$ cat src/rtl/regfile_write_sequencer.sv
// Register-file write front end: buffers write requests in a small FIFO and drains
// them as setup/strobe/hold write_en pulses, with a combinational pending-write lookup.
module regfile_write_sequencer #(
  parameter int unsigned DATA_WIDTH = 16,
  parameter int unsigned ADDR_WIDTH = 5,
  parameter int unsigned FIFO_DEPTH = 4
) (
  input  logic                  clk,
  input  logic                  rst,
  input  logic                  req_valid,
  output logic                  req_ready,
  input  logic [ADDR_WIDTH-1:0] req_addr,
  input  logic [DATA_WIDTH-1:0] req_data,
  output logic [ADDR_WIDTH-1:0] write_addr,
  output logic [DATA_WIDTH-1:0] write_data,
  output logic                  write_en,
  output logic                  busy,
  input  logic [ADDR_WIDTH-1:0] lookup_addr,
  output logic                  lookup_hit,
  output logic [DATA_WIDTH-1:0] lookup_data
);

  localparam int unsigned IDX_W = $clog2(FIFO_DEPTH);
  localparam int unsigned PTR_W = IDX_W + 1;

  typedef enum logic [1:0] {IDLE, SETUP, STROBE, HOLD} state_e;

  state_e                state_q, state_d;
  logic [ADDR_WIDTH-1:0] mem_addr_q [FIFO_DEPTH];
  logic [DATA_WIDTH-1:0] mem_data_q [FIFO_DEPTH];
  logic [PTR_W-1:0]      wr_ptr_q, rd_ptr_q, count_q, count_d;
  logic [ADDR_WIDTH-1:0] write_addr_q;
  logic [DATA_WIDTH-1:0] write_data_q;
  logic                  write_en_q, write_en_d;
  logic                  full_c, push_c, pop_c;
  logic [IDX_W-1:0]      lk_idx_c;

  // Full when pointers differ only in the wrap bit.
  assign full_c    = (wr_ptr_q[PTR_W-1] != rd_ptr_q[PTR_W-1]) &&
                     (wr_ptr_q[IDX_W-1:0] == rd_ptr_q[IDX_W-1:0]);
  assign req_ready = !full_c && !rst;
  assign push_c    = req_valid && req_ready;
  assign busy      = (state_q != IDLE) || (count_q != '0);

  assign write_addr = write_addr_q;
  assign write_data = write_data_q;
  assign write_en   = write_en_q;

  // Next-state: pop only from IDLE or HOLD, using the registered count.
  always_comb begin
    state_d = state_q;
    pop_c   = 1'b0;
    case (state_q)
      IDLE: begin
        if (count_q != '0) begin
          pop_c   = 1'b1;
          state_d = SETUP;
        end
      end
      SETUP:  state_d = STROBE;
      STROBE: state_d = HOLD;
      HOLD: begin
        if (count_q != '0) begin
          pop_c   = 1'b1;
          state_d = SETUP;
        end else begin
          state_d = IDLE;
        end
      end
      default: state_d = IDLE;
    endcase
    write_en_d = (state_d == STROBE);
  end

  always_comb begin
    count_d = count_q;
    case ({push_c, pop_c})
      2'b10:   count_d = count_q + PTR_W'(1);
      2'b01:   count_d = count_q - PTR_W'(1);
      default: count_d = count_q;
    endcase
  end

  always_ff @(posedge clk or posedge rst) begin
    if (rst) begin
      state_q      <= IDLE;
      wr_ptr_q     <= '0;
      rd_ptr_q     <= '0;
      count_q      <= '0;
      write_addr_q <= '0;
      write_data_q <= '0;
      write_en_q   <= 1'b0;
    end else begin
      state_q    <= state_d;
      count_q    <= count_d;
      write_en_q <= write_en_d;
      if (push_c) wr_ptr_q <= wr_ptr_q + PTR_W'(1);
      if (pop_c) begin
        rd_ptr_q     <= rd_ptr_q + PTR_W'(1);
        write_addr_q <= mem_addr_q[rd_ptr_q[IDX_W-1:0]];
        write_data_q <= mem_data_q[rd_ptr_q[IDX_W-1:0]];
      end
    end
  end

  // Storage needs no reset: entries are only read while counted as valid.
  always_ff @(posedge clk) begin
    if (push_c) begin
      mem_addr_q[wr_ptr_q[IDX_W-1:0]] <= req_addr;
      mem_data_q[wr_ptr_q[IDX_W-1:0]] <= req_data;
    end
  end

  // In-flight entry is oldest; scanning FIFO oldest-to-youngest lets the youngest win.
  always_comb begin
    lookup_hit  = 1'b0;
    lookup_data = '0;
    lk_idx_c    = '0;
    if ((state_q != IDLE) && (write_addr_q == lookup_addr)) begin
      lookup_hit  = 1'b1;
      lookup_data = write_data_q;
    end
    for (int unsigned i = 0; i < FIFO_DEPTH; i++) begin
      lk_idx_c = rd_ptr_q[IDX_W-1:0] + IDX_W'(i);
      if ((PTR_W'(i) < count_q) && (mem_addr_q[lk_idx_c] == lookup_addr)) begin
        lookup_hit  = 1'b1;
        lookup_data = mem_data_q[lk_idx_c];
      end
    end
  end

endmodule

$ cat config.mk
export PLATFORM = sky130hd
export DESIGN_NAME = regfile_write_sequencer
export DESIGN_NICKNAME = d
export VERILOG_FILES = /design/src/rtl/regfile_write_sequencer.sv
export SDC_FILE = /design/constraint.sdc
export NUM_CORES = 1
export LEC_CHECK = 0
export CAP_MARGIN = 20
export CORE_MARGIN = 3
export CORE_UTILIZATION = 37
export DETAILED_ROUTE_END_ITERATION = 10
export SETUP_SLACK_MARGIN = 0.1
export SYNTH_ARGS = -nofsm -noshare
export SYNTH_HDL_FRONTEND = slang
export SYNTH_SLANG_ARGS = --single-unit
$ cat constraint.sdc
create_clock -name clk -period 3.04 [get_ports clk]
set_clock_uncertainty 0.15 [all_clocks]
set_input_delay 0.304 -clock clk [delete_from_list [all_inputs] [get_ports clk]]
set_output_delay 0.304 -clock clk [all_outputs]
set_load 0.1 [all_outputs]
==> impl_metrics.toml <==
[synth]
synthMuxAreaShare_pct = 29.5
synth-seq-cells = 117
ys_warn_count = 0
synthTopCellsByArea = "edfxtp_1 (34%), mux4_2 (23%), dfrtp_1 (11%)"
yosysMostFrequentCell = "edfxtp_1"
synth_cells = 510
synth_top_area_share_pct = 33.9
synth_seq_area_share_pct = 44.9
yosys.area_share.simple_pct = 6.43
synthTopCellsByCount = "edfxtp_1 (84), mux4_2 (77), dfrtp_1 (33), nand3_1 (33), o21ai_1 (32)"
synth-edff-count = 84
yosysUniqueCellTypes = 40
synthArstFlopShare_pct = 28.2
syn_area_per_cell_sq_um = 14.6
yosysTopAreaCell = "edfxtp_1"
synth_compound_area_share_pct = 8.48
synth-xor-area-share_pct = 4.11
synth_top_family_by_area = "multiplexers"
synth_ff_type = "edfxtp_1"
synth-adder-area-share_pct = 2.18
syn-num-nets = 552
syn_area_sq_um = 7450

[route]
drcViolationCount = 0
drt_pass1_iterations = 7
wl_um = 20100
routedWlPerCell_um = 22.7
ant_nets = 0
drt_iter0_drc = 602
via_per_inst = 5.92
vias = 5249

[floorplan]
num_io_pins = 70
coreArea_sq_um = 19700
dieWidth_um = 148
rows = 51
die_area_sq_um = 21900
die_h_um = 148
initial_core_util_pct = 37.9

[placement]
place_hpwl_um = 13100
place_congestion = 0.871
post-place-ws_ps = -414
numPortBuffers = 69

[cts]
tritoncts.num_buffers = 17
clkTransAtPathRegs_ps = 50
clk_path_buf_depth = 2
clockRootBuffer = "clkbuf_16"
worstSkewPairLatency_ps = 420
cts_hold_buffers = 0
cts.sinks = 117
cts_tree = "yes"
htreeDepth = 4

[final_layout]
n_fill_cell = 1665
final_util_pct = 50.0
finish.net_count = 651
area_growth_pct = 31.8
num_antenna_cells = 0
multiInputGateArea_sq_um = 4090
seq_area_sq_um = 3360
final_layout_size_suffix_gt1_share_pct = 44.9

[run_status]
violations = "negative setup slack"
outcome = "finished, violations left"

[global_routing]
grt.overflow.total = 0
grtUsageMet3_pct = 5.06
met2_usage_pct = 30.2
antenna_found_initial = 0
grt_max_degree = 66
grt_pass1_vias = 5451
grt_usage_pct = 19.0
met1_usage_pct = 25.6
grt.busiest_layer = "met2"
grt_pass1_wl_um = 31900

[worst_setup_path]
crit_start = "rd_ptr_q[0]"
path_max_fanout = 15
start_kind = "flip-flop"
reg2reg_from = "rd_ptr_q[1]"
worstPathArrival_ps = 3280
cp-end-kind = "primary output"
crit_required_ps = 2590
criticalPathCategory = "flip-flop to primary output"

[sta]
relSlewSlack_pct = 54.7
hold_violations = 0
finalCriticalPeriod_ps = 3730
fmax_mhz = 268
setup_viol = 17
slew_violations = 0
period_share_pct = 123
worstMarginPinSlew_ps = 680
rsz0062_at_grt = "true"
setup_slack_ps = -690

[worst_hold_path]
hold_class = "input port to asynchronous set/reset pin"

[run]
cap_violations = 0
worst paths after layout:
path / to / slack (ps) / cells after the start
max in group asynchronous: rd_ptr_q[0] / 2160 / 3
worst max-delay path: lookup_data[14] / -690 / 10
worst min register to register: wr_ptr_q[2] / 340 / 1
worst min-delay path: wr_ptr_q[1] / 220 / 3
min in group clk: wr_ptr_q[2] / 340 / 1
worst max register to register: count_q[2] / 520 / 9
sequential cells by signal, indices dropped and copies added, names as in the netlist:
signal and cells:
mem_data_q 64, write_addr 5, count_q 3, write_en 1, mem_addr_q 20, state_q 2
rd_ptr_q 3, wr_ptr_q 3, write_data 16
per-layer routing:
layer	up-vias	wire [um]
met2	236	9860
met3	26	1620
met4	0	364
met1	2715	8260
met5	-	0
li1	2272	-
cell usage in the layout (no fill, tap or decap), drive strengths merged, types with 7 or more instances in the layout:
cell             n
buf            100
edfxtp          84
mux4            84
o21ai           34
nand3           33
dfrtp           33
a22o            30
clkdlybuf4s50   28
mux2            24
nand2           22
clkbuf          20
xor2            19
nor3            16
o211a           16
xnor2           16
ha              13
inv              8
clkinv           7
layout make-up:
class	instances	share of cell area, %
multi-input cells	335	41.6
repair buffers	130	14.5
well taps	265	3.38
flip-flops and latches	117	34.2
clock inverters	14	1.64
inverters	8	0.306
clock buffers	18	4.37
kinds of logic (layout without fill, tap and decap cells):
logic type / count (synthesis) / in the layout
flip-flops: 117 / 117
multiplexers: 109 / 109
AND/OR/NAND/NOR: 92 / 92
AO/OA/AOI/OAI: 86 / 86
buffers and inverters: 58 / 170
XOR/XNOR: 35 / 35
adder cells (fa/ha/maj): 13 / 13
metrics by stage:
stage	cell area [sq um]	TNS, ps	hold WS, ps	cells
floorplan	7720	-4660	253	510
global placement	9010	-5350	327	848
detailed placement	9010	-5560	327	848
CTS	9750	-11340	231	886
global route	9820	-12870	300	887
finish	9820	-11170	218	887
worst max-delay path, stage by stage, from the launching register on:
cell and delay [ps]:
dfrtp_4 500, ha_4 350, buf_6 120, mux4_2 500, xnor2_1 150, and2_4 210, buf_12 160, a22o_1 230
o211a_1 250, o21ai_4 190, buf_12 200
timing repair:
item | CTS | global route
hold endpoints to repair | 0 | 0
gates cloned | 2 | 1
setup buffers | 4 | 0
endpoints found under the setup margin | 17 | 17
pin swaps | 7 | 4
resized for setup | 16 | 8
Power is left out: the tool's default activity adds up to more than one toggle a clock period on the data nets, which glitch-free logic cannot reach.
